**src/rtl/mmu_pmpout_arb.sv**
```systemverilog
// Round-robin arbiter sharing one PMP-result output register between two check pipes,
// routing the held result to dcache, retire or the exception unit.
module mmu_pmpout_arb #(
  parameter int DATA_W = 51,
  parameter int CNT_W  = 8
) (
  input  logic              clk,
  input  logic              rst,
  input  logic              i_req0_valid,
  input  logic [DATA_W-1:0] i_req0_data,
  output logic              o_req0_ready,
  input  logic              i_req1_valid,
  input  logic [DATA_W-1:0] i_req1_data,
  output logic              o_req1_ready,
  output logic              o_dcache_valid,
  input  logic              i_dcache_ready,
  output logic [37:0]       o_dcache_data,
  output logic              o_retire_valid,
  input  logic              i_retire_ready,
  output logic [10:0]       o_retire_data,
  output logic              o_exp_valid,
  input  logic              i_exp_ready,
  output logic [4:0]        o_exp_data,
  output logic              o_owner,
  output logic [CNT_W-1:0]  o_fault_cnt0,
  output logic [CNT_W-1:0]  o_fault_cnt1
);

  typedef enum logic [1:0] {
    DEST_DCACHE = 2'd0,
    DEST_RETIRE = 2'd1,
    DEST_EXP    = 2'd2
  } dest_e;

  // Held output stage.
  logic              full;
  logic [DATA_W-1:0] pkt_q;
  logic              owner_q;
  dest_e             dest_q;
  logic              last_grant;
  logic [CNT_W-1:0]  cnt0_q;
  logic [CNT_W-1:0]  cnt1_q;

  logic              sel_ready;
  logic              drain;
  logic              can_accept;
  logic              grant0;
  logic              grant1;
  logic              accept;
  logic [DATA_W-1:0] win_data;
  logic              win_fault;
  dest_e             win_dest;

  // itype[0] carries no routing meaning; its copy in the held register is never read.
  logic              unused_itype0;
  assign unused_itype0 = win_data[34] ^ pkt_q[34];

  // NOTE: every signal written in always_comb gets a default first, so no latch is inferred.
  always_comb begin
    sel_ready = 1'b0;
    unique case (dest_q)
      DEST_DCACHE: sel_ready = i_dcache_ready;
      DEST_RETIRE: sel_ready = i_retire_ready;
      DEST_EXP:    sel_ready = i_exp_ready;
      default:     sel_ready = 1'b0;
    endcase
  end

  // During reset the held packet is dropped silently, so no handshake may be offered.
  assign drain      = full & sel_ready & ~rst;
  assign can_accept = (~full | drain) & ~rst;

  // On a tie the requester that did not win last time goes next.
  assign grant0 = i_req0_valid & (~i_req1_valid | last_grant);
  assign grant1 = i_req1_valid & (~i_req0_valid | ~last_grant);

  assign o_req0_ready = can_accept & grant0;
  assign o_req1_ready = can_accept & grant1;
  assign accept       = o_req0_ready | o_req1_ready;

  assign win_data  = o_req1_ready ? i_req1_data : i_req0_data;
  assign win_fault = (win_data[40:36] != 5'd0);

  always_comb begin
    win_dest = DEST_DCACHE;
    if (win_fault) win_dest = win_data[35] ? DEST_RETIRE : DEST_EXP;
  end

  // NOTE: sequential state uses non-blocking assignments so every register samples pre-edge values.
  always_ff @(posedge clk) begin
    if (rst) begin
      full       <= 1'b0;
      pkt_q      <= '0;
      owner_q    <= 1'b0;
      dest_q     <= DEST_DCACHE;
      last_grant <= 1'b1;
      cnt0_q     <= '0;
      cnt1_q     <= '0;
    end else begin
      if (accept) begin
        full       <= 1'b1;
        pkt_q      <= win_data;
        owner_q    <= o_req1_ready;
        dest_q     <= win_dest;
        last_grant <= o_req1_ready;
        if (win_fault && o_req0_ready && cnt0_q != '1) cnt0_q <= cnt0_q + CNT_W'(1);
        if (win_fault && o_req1_ready && cnt1_q != '1) cnt1_q <= cnt1_q + CNT_W'(1);
      end else if (drain) begin
        full <= 1'b0;
      end
    end
  end

  assign o_dcache_valid = full & ~rst & (dest_q == DEST_DCACHE);
  assign o_retire_valid = full & ~rst & (dest_q == DEST_RETIRE);
  assign o_exp_valid    = full & ~rst & (dest_q == DEST_EXP);

  assign o_dcache_data = {pkt_q[50:47], pkt_q[33:0]};
  assign o_retire_data = {pkt_q[46:41], pkt_q[40:36]};
  assign o_exp_data    = pkt_q[40:36];
  assign o_owner       = owner_q;
  assign o_fault_cnt0  = cnt0_q;
  assign o_fault_cnt1  = cnt1_q;

endmodule

```
**config.mk**
```make
export PLATFORM = sky130hd
export DESIGN_NAME = mmu_pmpout_arb
export DESIGN_NICKNAME = d
export VERILOG_FILES = /design/src/rtl/mmu_pmpout_arb.sv
export SDC_FILE = /design/constraint.sdc
export NUM_CORES = 1
export LEC_CHECK = 0
export BUFFER_PORTS_ARGS = -buffer_cell sky130_fd_sc_hd__buf_2
export CAP_MARGIN = 0
export CORE_ASPECT_RATIO = 1.1
export CORE_UTILIZATION = 40
export CTS_BUF_LIST = sky130_fd_sc_hd__clkbuf_2
export DETAILED_ROUTE_END_ITERATION = 8
export PLACE_DENSITY = 0.76
export SKIP_LAST_GASP = 1
export SYNTH_ARGS = -nofsm -noshare
export SYNTH_HDL_FRONTEND = slang
export SYNTH_SLANG_ARGS = --single-unit
export TNS_END_PERCENT = 20
```
**constraint.sdc**
```tcl
create_clock -name clk -period 2.2 [get_ports clk]
set_input_delay 0.22 -clock clk [delete_from_list [all_inputs] [get_ports clk]]
set_output_delay 0.22 -clock clk [all_outputs]
set_load 0.005 [all_outputs]
```
Yosys cells after proc, flatten, opt, wreduce, memory -nomap -nowiden
Index checks and enable logic that the tools add are counted.
{ "totals": {"register_bits": 72, "latch_bits": 0, "mem_bits_rw": 0, "rom_bits": 0, "input_bits": 109, "output_inout_bits": 76, "memories": 0} }
{ "op_classes": {"add_sub_neg": 2, "n_mul": 0, "n_div": 0, "order_cmp": 0, "eq_ne": 4, "shifts": 0, "muxes": 6, "bitwise": 20, "reduce_logical": 9} }
{ "ops": {"columns": ["cell", "count"], "rows": [
  ["$mux W51", 1],
  ["$add A8 B1 Y8 const B", 2],
  ["$ne A8 B8 Y1 const B", 2],
  ["$and A1 B1 Y1", 11],
  ["$not A1 Y1", 5],
  ["$reduce_bool A5 Y1", 1],
  ["$logic_and A1 B1 Y1", 4],
  ["$mux W2", 2],
  ["$or A1 B1 Y1", 4],
  ["$reduce_and A2 Y1", 2],
  ["$pmux W1 S3", 1],
  ["$eq A2 B1 Y1 const B", 1],
  ["$eq A2 B2 Y1 const B", 1],
  ["$logic_not A2 Y1", 1],
  ["$mux W1", 2],
  ["$reduce_bool A2 Y1", 1]
]} }

Depth between registers and ports, before layout
Gate-level depths: netlist of run 1.
{ "logic_depth": {"word_depth": 12, "ltp_mapped": 8, "mapped_depth_nobuf": 7} }

Worst setup path before layout of run 1
No wires, ideal clock.
{ "synth_path": {"kind": "reg2reg", "from": "reg dest_q[1]", "to": "reg cnt0_q[7] (netlist: o_fault_cnt0[7])", "setup_ns": 0.070, "arrival_ns": 1.791, "setup_slack_ns": 0.339, "path_stages_with_launch": 7, "n_path_buf": 0, "cell_sequence": "dfxtp_1 > mux2_4 > o211a_4 > nand2_4 > o211ai_2 > or4_1 > a21oi_1"} }
{ "synth_via": {"elab_chain_len": 12, "elab_cells_between_ends": 16} }
{ "synth_lines": {"columns": ["item", "line_no", "rtl"], "rows": [
  ["start, declared", "39", "dest_e dest_q;"],
  ["start signal, assigned", "104", "dest_q <= win_dest;"],
  ["$eq A2 B2 Y1 (tied with other cells)", "61", "unique case (dest_q)"],
  ["$pmux W1 S3 (*)", "61", null],
  ["$and A1 B1 Y1 (*) (2 in series)", "70", "assign drain = full & sel_ready & ~rst;"],
  ["$or A1 B1 Y1 (*)", "71", "assign can_accept = (~full | drain) & ~rst;"],
  ["$and A1 B1 Y1 (*)", "71", null],
  ["$and A1 B1 Y1", "78", "assign o_req1_ready = can_accept & grant1;"],
  ["$mux W51", "81", "assign win_data = o_req1_ready ? i_req1_data : i_req0_data;"],
  ["$reduce_bool A5 Y1", "82", "assign win_fault = (win_data[40:36] != 5'd0);"],
  ["$logic_and A1 B1 Y1 (2 in series)", "106", "if (win_fault && o_req0_ready && cnt0_q != '1) cnt0_q <= cnt0_q + CNT_W'(1);"],
  ["$reduce_and A2 Y1 (no line) (*)", null, null],
  ["end signal, assigned", "106", null],
  ["end, declared", "41", "logic [CNT_W-1:0] cnt0_q;"]
]} }
Mark *: on every way between the ends. The rest lies on a longest branch, timed or not.
A chain may end at the register's enable or synchronous reset.

Final worst setup path of run 1
{ "layout_path": {"from": "reg dest_q[1]", "to": "out o_req0_ready"} }
{ "layout_via": {"elab_chain_len": 7, "elab_cells_between_ends": 9} }
{ "layout_lines": {"columns": ["item", "line_no", "rtl"], "rows": [
  ["$eq A2 B2 Y1 (tied with other cells)", "61", null],
  ["$pmux W1 S3 (*)", "61", null],
  ["$and A1 B1 Y1 (*) (2 in series)", "70", null],
  ["$or A1 B1 Y1 (*)", "71", null],
  ["$and A1 B1 Y1 (*)", "71", null],
  ["$and A1 B1 Y1 (*)", "77", "assign o_req0_ready = can_accept & grant0;"],
  ["end, declared", "11", "output logic o_req0_ready,"]
]} }
Marks and branches as above.

==> key figures, run 1 <==
Synth
  • List of most frequent post-synthesis cells: dfxtp_1, nor2_1, mux2i_1, a211oi_1, nand2_1
  • Post-synth top area share: 42.3%
  • Top_reg_cell synth: dfxtp_1
  • Post-synth EDFFs: 0
  • Yosys reg bits: 70
  • Count of cell types in the netlist: 45
  • Sequential area share after synthesis: between 40% and 50%
  • Yosys warns: 0
  • Mapped Cells: around 360
  • Synth area leader: dfxtp_1
  • Syn Area/Cell: 9.28 um2
  • Mapped cell area: ~3300 um2
  • Asr flop ratio synth: 0%
  • Syn Nets: 468
  • Top-count cell post-synth: dfxtp_1
  • Most area-consuming cells after synthesis: dfxtp_1, mux2i_1, a211oi_1, nor2_1, buf_2

Die
  • Number of top-level pins: 185
  • Core Area: 7960 um2
  • Chip height: 97.5 um
  • Die X: just under 90 um
  • Initial Util: a little over two fifths
  • Row cnt: 34
  • Die outline area: 8650 um2

Clock network
  • Num CTS Buffers: 9
  • Clock sinks: 70
  • H-tree depth: 3
  • Reg clk slew, reported paths: 0.20 ns
  • Root Buffer: clkbuf_2
  • Worst-skew pair later-pin latency: 0.47 ns
  • Clk buf depth: 2
  • CTS tree: done

Finish
  • Antenna Cells: 0
  • Number of fill cells in the layout: 634
  • P&R area growth vs syn: 54.0%
  • Layout cells sized above 1: 37.5%
  • Fin util: between 60% and 70%
  • Post-route design area: 5100 um2
  • Layout Nets: 701
  • Layout Cells excl Fill: approximately 700

Timing
  • RSZ-0062 raised after global routing: yes
  • Fmax: 0.470 GHz
  • Final Hold Vio Count: 0
  • Slew Viols, Final: 0
  • Slew Limit Headroom: 63.3%
  • Fin crit period: about 2.1 ns
  • Worst-Margin Slew: 0.544 ns
  • Final Cycle Share: 96.6%
  • Clock Skew: 0.0209 ns
  • Final worst slack: 0.0741 ns
  • Setup Viol. Count Final: 0

Routing
  • Routed WL per cell: 15.1 um
  • DR vias/cell: 5.16
  • ANT nets after route: 0
  • Final WL: about 11000 um
  • First-iteration detailed-routing DRC count: 98
  • Via count: between 3000 and 4000
  • Post-route DRC: 0
  • Detailed Routing Iterations Pass 1: 4

Power
  • Total power: a little under 3 mW
  • Lkg Pwr: between 2 and 2.5 nW
  • Pwr dens: 576 nW/um2
  • Max IR drop VDD: 0.325 mV

Global route
  • Global-route wire length before repair: between 15000 and 20000 um
  • Vias in the first global route: ~3600
  • Grt total ovfl: 0
  • Total Routing Usage GR: between 20% and 30%
  • Initial antenna violation count: 0
  • Largest net degree at the start of global routing: 54

Worst setup path
  • Worst EP arrival: approximately 1.9 ns
  • Crit path required time: between 1.5 and 2 ns
  • Critical path peak fanout: 21
  • Setup crit end kind: primary output
  • Critical Setup Path Class: register to primary output
  • CP startpoint kind: register

Place
  • Placed cell count: 625
  • Pre-CTS WS: 0.134 ns
  • GPL Wtd Cong: 0.827
  • Area post-placement: 4300 um2
  • Dpl hpwl: 6570 um
  • Buffers on Ports: 182

Min path
  • Worst hold path type: input port to register

Flow run
  • Max-cap violations: 0

Run status
  • Status: finished clean
## worst max-delay path: stages, from the launching register on
cell      delay, ns
dfxtp_4        0.41
mux2_4         0.34
o221ai_4       0.25
nor2_4         0.09
buf_12         0.19
buf_2          0.14
## layout by cell type, fill, tap and decap left out, types with 3 or more instances in the layout
| cell type | netlist | layout |
|---|---|---|
| buf_2 | 12 | 182 |
| dfxtp_1 | 70 | 68 |
| dlygate4sd3_1 | 0 | 57 |
| nor2_1 | 55 | 55 |
| mux2i_1 | 52 | 52 |
| a211oi_1 | 49 | 49 |
| nand2_1 | 15 | 15 |
| o21ai_0 | 10 | 10 |
| nand3_1 | 10 | 10 |
| a21oi_1 | 10 | 10 |
| clkbuf_2 | 0 | 9 |
| buf_4 | 6 | 8 |
| o31ai_1 | 6 | 6 |
| or4_1 | 5 | 5 |
| or3_1 | 4 | 4 |
| clkinv_1 | 1 | 3 |
| nor3_1 | 3 | 3 |
| o211ai_1 | 3 | 3 |
| buf_12 | 0 | 3 |
## kinds of logic after synthesis
family	synth area share, %
buf+inv	4.98
mux	16.2
flops	42.3
compound gates	19.0
xor+xnor	0.529
simple gates	16.3
fa+ha+maj	0.755
## per-layer routing
metal | wire length [um] | part of all wire (%) | global-route usage [%] | vias to the layer above
li1 | - | - | - | 1772
met1 | 4310 | 41 | 26.4 | 1676
met2 | 5290 | 50 | 43.8 | 153
met3 | 792 | 7.5 | 5.52 | 23
met4 | 192 | 1.8 | 9.43 | 0
met5 | 0 | 0 | 0 | -
## timing repair
action,in CTS,in global routing
pin swaps,1,0
endpoints found under the hold margin,48,0
hold buffers,57,0
setup buffers,1,2
endpoints found under the setup margin,2,2
gates resized for setup,5,1
cloned,2,0
## where the power goes
part           switching [mW]  internal, mW
sequential             0.0638          1.37
clock                   0.461         0.369
combinational           0.301         0.376
total                   0.826          2.11
## through the flow
stage	setup TNS (ns)	hold slack, ns
2_1_floorplan	0	0.403
3_3_place_gp	0	0.444
3_5_place_dp	0	0.457
4_1_cts	-0.00242	0.00148
5_1_grt	-0.0222	0.0223
6_report	0	0.0559
## sequential cells by signal (all words and copies together) (netlist names)
| register | flops |
|---|---|
| dest_q | 2 |
| full | 1 |
| last_grant | 1 |
| o_fault_cnt0 | 8 |
| o_fault_cnt1 | 8 |
| o_owner | 1 |
| pkt_q | 49 |
## cell type report
class	instances	area [um2]	share of cell area (%)
Multi-Input combinational cell	253	1750	34.2
Inverter	4	15.0	0.294
Clock buffer	9	45.0	0.882
Clock inverter	7	88.8	1.74
Timing Repair Buffer	252	1670	32.6
Tap cell	108	135	2.65
Sequential cell	70	1410	27.5
## final timing paths
| check | startpoint | to | slack (ns) | depth (start not counted) |
|---|---|---|---|---|
| max | dest_q[1]$_SDFFE_PP0P_ | o_req0_ready | 0.07 | 5 |
| min | i_req1_data[4] | pkt_q[4]$_SDFFE_PP0P_ | 0.06 | 3 |
| max reg2reg | dest_q[1]$_SDFFE_PP0P_ | pkt_q[31]$_SDFFE_PP0P_ | 0.13 | 6 |
| min reg2reg | o_owner$_SDFFE_PP0P_ | o_owner$_SDFFE_PP0P_ | 0.47 | 2 |
No activity file was read; power rests on OpenSTA's default activity.
==> inputs of run 2 (changes only) <==
--- a/config.mk
+++ b/config.mk
@@ -6,12 +6,12 @@
 export NUM_CORES = 1
 export LEC_CHECK = 0
 export BUFFER_PORTS_ARGS = -buffer_cell sky130_fd_sc_hd__buf_2
-export CAP_MARGIN = 0
+export CAP_MARGIN = 20
 export CORE_ASPECT_RATIO = 1.1
 export CORE_UTILIZATION = 40
 export CTS_BUF_LIST = sky130_fd_sc_hd__clkbuf_2
 export DETAILED_ROUTE_END_ITERATION = 8
-export PLACE_DENSITY = 0.76
+export PLACE_DENSITY = 0.77
 export SKIP_LAST_GASP = 1
 export SYNTH_ARGS = -nofsm -noshare
 export SYNTH_HDL_FRONTEND = slang
==> key figures, run 2 (same netlist as run 1, synthesis figures left out) <==
Global route
  • Met1 Use GR: 25.4% (was 26.4%)
  • Total Routing Usage GR: 23.2% (was 24.1%)
  • Global-route wire length before repair: 15900 um (was 16400 um)
  • Grt peak-use layer: met2 (unchanged)
  • Met3 Resource Use GR: 5.69% (was 5.52%)
  • Largest net degree at the start of global routing: 57 (was 54)
  • Grt total ovfl: 0 (unchanged)
  • Routing usage on met2: 41.7% (was 43.8%)
  • Initial antenna violation count: 0 (unchanged)
  • Vias in the first global route: 3476 (was 3584)

Timing
  • Setup Viol. Count Final: 0 (unchanged)
  • Fin crit period: 2.08 ns (was 2.13 ns)
  • Final Hold Vio Count: 0 (unchanged)
  • Clock Skew: 0.0281 ns (was 0.0209 ns)
  • Worst-Margin Slew: 0.541 ns (was 0.544 ns)
  • Fmax: 0.480 GHz (was 0.470 GHz)
  • Hold Slack: 0.0475 ns (was 0.0559 ns)
  • Final TNS setup: 0 ns (unchanged)
  • RSZ-0062 raised after global routing: yes (unchanged)
  • Slew Limit Headroom: 63.6% (was 63.3%)
  • Slew Viols, Final: 0 (unchanged)
  • Final Cycle Share: 94.6% (was 96.6%)

Power
  • NetSw: 0.793 mW (was 0.826 mW)
  • Lkg Pwr: 2.27 nW (was 2.34 nW)
  • Max IR drop VDD: 0.333 mV (was 0.325 mV)
  • Switching Share: 28.5% (was 28.1%)
  • Combinational Power Share: 23.5% (was 23.0%)
  • Total power: 2.78 mW (was 2.94 mW)
  • Clock share of power: 25.0% (was 28.2%)
  • Sequential share of power: 51.5% (was 48.7%)
  • Pwr dens: 558 nW/um2 (was 576 nW/um2)
  • Cell Int Power: 1.99 mW (was 2.11 mW)

Clock network
  • Clock sinks: 70 (unchanged)
  • Clk buf depth: 2 (unchanged)
  • H-tree depth: 3 (unchanged)
  • Worst-skew pair later-pin latency: 0.50 ns (was 0.47 ns)
  • Reg clk slew, reported paths: 0.21 ns (was 0.20 ns)
  • CTS tree: done (unchanged)
  • Num CTS Buffers: 9 (unchanged)
  • Root Buffer: clkbuf_2 (unchanged)

Die
  • Die X: 88.8 um (unchanged)
  • Die outline area: 8650 um2 (unchanged)
  • Chip height: 97.5 um (unchanged)
  • Number of top-level pins: 185 (unchanged)
  • Core Area: 7960 um2 (unchanged)
  • Row cnt: 34 (unchanged)
  • Initial Util: 41.7% (unchanged)

Worst setup path
  • Critical Setup Path Class: register to register (was register to primary output)
  • Register-to-Register Path Depth: 7 (was 6)
  • CP startpoint kind: register (unchanged)
  • Crit path required time: 2.61 ns (was 1.98 ns)
  • CP Capture Point: o_fault_cnt0[3]$_SDFFE_PP0P_ (was o_req0_ready)
  • Critical path peak fanout: 8 (was 21)
  • Worst EP arrival: 2.49 ns (was 1.91 ns)
  • FF-to-FF setup slack: 0.12 ns (was 0.13 ns)
  • Reg2Reg Launch Point: dest_q[1]$_SDFFE_PP0P_ (unchanged)
  • Worst Setup SP: dest_q[1]$_SDFFE_PP0P_ (unchanged)
  • Setup crit end kind: register (was primary output)
  • Worst flop-to-flop path endpoint: o_fault_cnt0[3]$_SDFFE_PP0P_ (was pkt_q[31]$_SDFFE_PP0P_)

Place
  • Buffers on Ports: 182 (unchanged)
  • Dpl hpwl: 6560 um (was 6570 um)
  • Area post-placement: 4290 um2 (was 4300 um2)
  • GPL Wtd Cong: 0.827 (about the same)

Routing
  • First-iteration detailed-routing DRC count: 153 (was 98)
  • ANT nets after route: 0 (unchanged)
  • Final WL: 10500 um (was 10600 um)
  • Post-route DRC: 0 (unchanged)
  • Routed WL per cell: 15.0 um (was 15.1 um)
  • Detailed Routing Iterations Pass 1: 4 (unchanged)
  • DR vias/cell: 5.16 (about the same)
  • Via count: 3609 (was 3624)

Finish
  • P&R area growth vs syn: 50.1% (was 54.0%)
  • Most frequent cells in the layout: buf_2, dfxtp_1, dlygate4sd3_1 (unchanged)
  • Most flops, register: pkt_q (unchanged)
  • Commonest non-fill, non-tap cell in the layout: buf_2 (unchanged)
  • Largest register FFs: 49 (unchanged)
  • Multi-input logic area: 1750 um2 (unchanged)
  • Layout cells sized above 1: 37.2% (was 37.5%)
  • Layout Nets: 698 (was 701)
  • Register area: 1400 um2 (was 1410 um2)
  • Post-route design area: 4980 um2 (was 5100 um2)
  • Antenna Cells: 0 (unchanged)
  • Number of fill cells in the layout: 681 (was 634)

Run status
  • Status: finished clean (unchanged)

Flow run
  • Max-cap violations: 0 (unchanged)

Min path
  • Worst hold path type: input port to register (unchanged)
## run 2: cell count changes in the layout (fill, tap and decap cells not counted)
| cell | change |
|---|---|
| bufinv_16 | -1 |
| dfxtp_4 | -1 |
| dfxtp_1 | +1 |
| clkinv_4 | -1 |
| buf_6 | +1 |
| clkbuf_2 | +2 |
| buf_4 | +1 |
| dlygate4sd3_1 | -1 |
| bufbuf_16 | -2 |
| buf_12 | -2 |
## run 2: per-stage QoR
step / worst slack, ns / instances / util [%]
after floorplan: 0.339 / 357 / -
after global placement: 0.161 / 626 / 53.9
after detailed placement: 0.108 / 626 / 53.9
after CTS: 0.115 / 695 / 61.9
after global routing: -0.0174 / 700 / 62.6
final: 0.119 / 700 / 62.6
## run 2: repair_timing
item	4_1_cts	5_1_grt
pin swaps	1	0
hold buffers	51	5
endpoints found under the setup margin	1	3
gates resized for setup	1	1
cloned	0	0
hold endpoints to repair	48	5
setup buffers	3	0
## run 2: layout make-up
| type | count | share of cell area (%) |
|---|---|---|
| tap | 108 | 2.72 |
| timing repair buffer | 249 | 31.6 |
| clock inverter | 5 | 1.01 |
| inverter | 4 | 0.302 |
| clock buffer | 11 | 1.11 |
| multi-input combinational | 253 | 35.1 |
| sequential | 70 | 28.2 |
## run 2: worst max-delay path: stages, from the launching register on
cell,delay [ns]
dfxtp_2,0.42
mux2_4,0.35
o211a_4,0.27
nand2_4,0.12
o211ai_2,0.18
buf_4,0.21
or3_1,0.34
a21oi_1,0.12
## run 2: worst min-delay path by stage
stage / from / to / depth (start not counted)
finish: i_req0_data[30] / pkt_q[30]$_SDFFE_PP0P_ / 3
global route: i_req0_data[41] / pkt_q[41]$_SDFFE_PP0P_ / 3
CTS: i_req0_data[30] / pkt_q[30]$_SDFFE_PP0P_ / 3
detailed placement: o_owner$_SDFFE_PP0P_ / o_owner$_SDFFE_PP0P_ / 2
global placement: o_owner$_SDFFE_PP0P_ / o_owner$_SDFFE_PP0P_ / 2
floorplan: i_req1_data[0] / pkt_q[0]$_SDFFE_PP0P_ / 2
## run 2: per-layer routing
layer | share of wire (%) | vias up
met2 | 49 | 159
met5 | 0 | -
met3 | 8.1 | 27
met4 | 2.6 | 0
li1 | - | 1770
met1 | 40 | 1653
## run 2: power groups by stage
stage,Clock [mW],Combinational (mW),Sequential [mW]
final,0.695,0.653,1.43
after global routing,0.786,0.715,1.44
after CTS,0.726,0.635,1.43
after detailed placement,0,0.557,1.45
after global placement,0,0.546,1.45
after floorplan,0,0.307,1.45
==> inputs of run 3 (changes only) <==
--- a/config.mk
+++ b/config.mk
@@ -12,6 +12,7 @@
 export CTS_BUF_LIST = sky130_fd_sc_hd__clkbuf_2
 export DETAILED_ROUTE_END_ITERATION = 8
 export PLACE_DENSITY = 0.77
+export SETUP_SLACK_MARGIN = 0.5
 export SKIP_LAST_GASP = 1
 export SYNTH_ARGS = -nofsm -noshare
 export SYNTH_HDL_FRONTEND = slang
==> key figures, run 3 (same netlist as run 1, synthesis figures left out) <==
Worst setup path
  • Worst EP arrival: 2.48 ns (was 2.49 ns)
  • Crit path buffers/inverters: 1 (unchanged)
  • CP startpoint kind: register (unchanged)
  • Critical Path Slowest Stage Cell: or4_1 (was dfxtp_2)
  • Levels on crit path: 7 (unchanged)
  • Register-to-Register Path Depth: 7 (unchanged)
  • Crit path required time: 2.64 ns (was 2.61 ns)
  • FF-to-FF setup slack: 0.17 ns (was 0.12 ns)
  • Worst flop-to-flop path endpoint: o_fault_cnt0[7]$_SDFFE_PP0P_ (was o_fault_cnt0[3]$_SDFFE_PP0P_)
  • Setup crit end kind: register (unchanged)
  • CP Capture Point: o_fault_cnt0[7]$_SDFFE_PP0P_ (was o_fault_cnt0[3]$_SDFFE_PP0P_)
  • Critical path peak fanout: 8 (unchanged)
  • Largest delay contributor family on the critical path: simple AND/OR/NAND/NOR gates (was compound AO/OA/AOI/OAI gates)
  • Critical Setup Path Class: register to register (unchanged)
  • Worst Setup SP: dest_q[1]$_SDFFE_PP0P_ (unchanged)
  • CP peak stage delay: 0.50 ns (was 0.42 ns)
  • Cell Chain, Critical Path: mux2_4 > o211a_4 > nand2_8 > buf_4 > o211ai_4 > or4_1 > a21oi_1 (was mux2_4 > o211a_4 > nand2_4 > o211ai_2 > buf_4 > or3_1 > a21oi_1)
  • Reg2Reg Launch Point: dest_q[1]$_SDFFE_PP0P_ (unchanged)

Routing
  • Max Used Layer: met4 (unchanged)
  • Final WL: 12700 um (was 10500 um)
  • Routed wl met2: 6240 um (was 5160 um)
  • DR vias/cell: 5.37 (was 5.16)
  • Wl on met1: 4790 um (was 4210 um)
  • ANT nets after route: 0 (unchanged)
  • Post-route DRC: 0 (unchanged)
  • First-iteration detailed-routing DRC count: 186 (was 153)
  • Detailed Routing Iterations Pass 1: 4 (unchanged)
  • Via count: 3934 (was 3609)
  • Routed wl met3: 892 um (was 850 um)
  • Routed WL per cell: 17.3 um (was 15.0 um)

Power
  • Lkg Pwr: 2.48 nW (was 2.27 nW)
  • Clock share of power: 21.5% (was 25.0%)
  • Max IR drop VDD: 0.242 mV (was 0.333 mV)
  • Combinational Power Share: 28.1% (was 23.5%)
  • Switching Share: 31.4% (was 28.5%)
  • NetSw: 0.893 mW (was 0.793 mW)
  • Pwr dens: 516 nW/um2 (was 558 nW/um2)
  • Cell Int Power: 1.95 mW (was 1.99 mW)
  • Sequential share of power: 50.5% (was 51.5%)

Global route
  • Global-route wire length before repair: 19200 um (was 15900 um)
  • Initial antenna violation count: 0 (unchanged)
  • Largest net degree at the start of global routing: 41 (was 57)
  • Vias in the first global route: 3979 (was 3476)
  • Grt total ovfl: 0 (unchanged)
  • Total Routing Usage GR: 29.5% (was 23.2%)

Finish
  • Most flops, register: pkt_q (unchanged)
  • Commonest non-fill, non-tap cell in the layout: buf_2 (unchanged)
  • Most frequent cells in the layout: buf_2, dlygate4sd3_1, dfxtp_1 (was buf_2, dfxtp_1, dlygate4sd3_1)
  • Layout cells sized above 1: 40.5% (was 37.2%)
  • Post-route design area: 5510 um2 (was 4980 um2)
  • Multi-input logic area: 1860 um2 (was 1750 um2)
  • Number of fill cells in the layout: 591 (was 681)
  • Register area: 1410 um2 (was 1400 um2)
  • Layout Nets: 732 (was 698)
  • Layout Cells excl Fill: 733 (was 700)
  • Largest register FFs: 49 (unchanged)
  • Antenna Cells: 0 (unchanged)
  • P&R area growth vs syn: 66.2% (was 50.1%)

Die
  • Chip height: 97.5 um (unchanged)
  • Number of top-level pins: 185 (unchanged)
  • Row cnt: 34 (unchanged)
  • Die outline area: 8650 um2 (unchanged)
  • Die X: 88.8 um (unchanged)
  • Core Area: 7960 um2 (unchanged)
  • Initial Util: 41.7% (unchanged)

Place
  • Placed cell count: 623 (was 626)
  • Area post-placement: 4290 um2 (unchanged)
  • GPL Wtd Cong: 0.813 (was 0.827)
  • Dpl hpwl: 6810 um (was 6560 um)
  • Buffers on Ports: 182 (unchanged)

Timing
  • Slew Viols, Final: 0 (unchanged)
  • Final TNS setup: 0 ns (unchanged)
  • Worst-Margin Slew: 0.504 ns (was 0.541 ns)
  • Final Hold Vio Count: 0 (unchanged)
  • Clock Skew: 0.0367 ns (was 0.0281 ns)
  • Final Cycle Share: 92.5% (was 94.6%)
  • Fin crit period: 2.03 ns (was 2.08 ns)
  • Setup Viol. Count Final: 0 (unchanged)
  • Fmax: 0.491 GHz (was 0.480 GHz)
  • Slew Limit Headroom: 66.3% (was 63.6%)
  • RSZ-0062 raised after global routing: yes (unchanged)

Clock network
  • Clk buf depth: 2 (unchanged)
  • Clock sinks: 70 (unchanged)
  • H-tree depth: 3 (unchanged)
  • Num CTS Buffers: 9 (unchanged)
  • Root Buffer: clkbuf_2 (unchanged)
  • Reg clk slew, reported paths: 0.22 ns (was 0.21 ns)
  • Worst-skew pair later-pin latency: 0.52 ns (was 0.50 ns)
  • CTS tree: done (unchanged)

Min path
  • Worst hold path type: input port to register (unchanged)

Flow run
  • Max-cap violations: 0 (unchanged)

Run status
  • Status: finished clean (unchanged)
## run 3: power by group through the flow
stage / registers, mW / logic [mW] / clock network (mW)
floorplan: 1.46 / 0.312 / 0
global route: 1.45 / 0.860 / 0.683
finish: 1.44 / 0.798 / 0.610
detailed placement: 1.45 / 0.557 / 0
CTS: 1.43 / 0.756 / 0.634
global placement: 1.45 / 0.544 / 0
## run 3: repair_timing
action                                  4_1_cts  5_1_grt
setup buffers                                17        1
endpoints found under the setup margin       66       72
cloned                                        3        0
pin swaps                                    10        7
hold buffers                                 73        1
hold endpoints to repair                     48        1
gates resized for setup                      23       13
## run 3: through the flow
stage	hold WS (ns)	util, %	setup slack [ns]	power (mW)
6_report	0.0312	69.3	0.165	2.84
5_1_grt	0.00505	69.3	0.0870	2.99
4_1_cts	0.0000231	68.4	0.175	2.82
3_5_place_dp	0.454	53.9	0.169	2.01
3_3_place_gp	0.444	53.9	0.202	1.99
2_1_floorplan	0.403	-	0.437	1.77
## run 3: worst min path at each step
stage,from,endpoint,slack [ns],depth (start not counted)
floorplan,i_req1_data[0],pkt_q[0]$_SDFFE_PP0P_,0.40,2
global placement,o_owner$_SDFFE_PP0P_,o_owner$_SDFFE_PP0P_,0.44,2
CTS,i_req1_data[30],pkt_q[30]$_SDFFE_PP0P_,0.00002,3
detailed placement,o_owner$_SDFFE_PP0P_,o_owner$_SDFFE_PP0P_,0.45,2
global route,i_req0_data[8],pkt_q[8]$_SDFFE_PP0P_,0.005,3
finish,i_req0_data[42],pkt_q[42]$_SDFFE_PP0P_,0.03,3
## run 3: worst reg2reg max path, stage by stage (launching register included)
cell,delay [ns]
dfxtp_4,0.40
mux2_4,0.33
o211a_4,0.27
nand2_8,0.10
buf_4,0.12
o211ai_4,0.11
or4_1,0.50
a21oi_1,0.15
## run 3: final cells by class
cell class	instances	share of cell area, %
Timing Repair Buffer	283	36.4
Multi-Input combinational cell	253	33.7
Sequential cell	70	25.6
Tap cell	108	2.45
Clock buffer	9	0.818
Clock inverter	6	0.727
Inverter	4	0.318
## run 3: per-layer routing
| metal | vias up | GRT usage [%] |
|---|---|---|
| li1 | 1839 | - |
| met5 | - | 0 |
| met3 | 72 | 9.43 |
| met1 | 1819 | 30.3 |
| met2 | 204 | 48.3 |
| met4 | 0 | 23.1 |
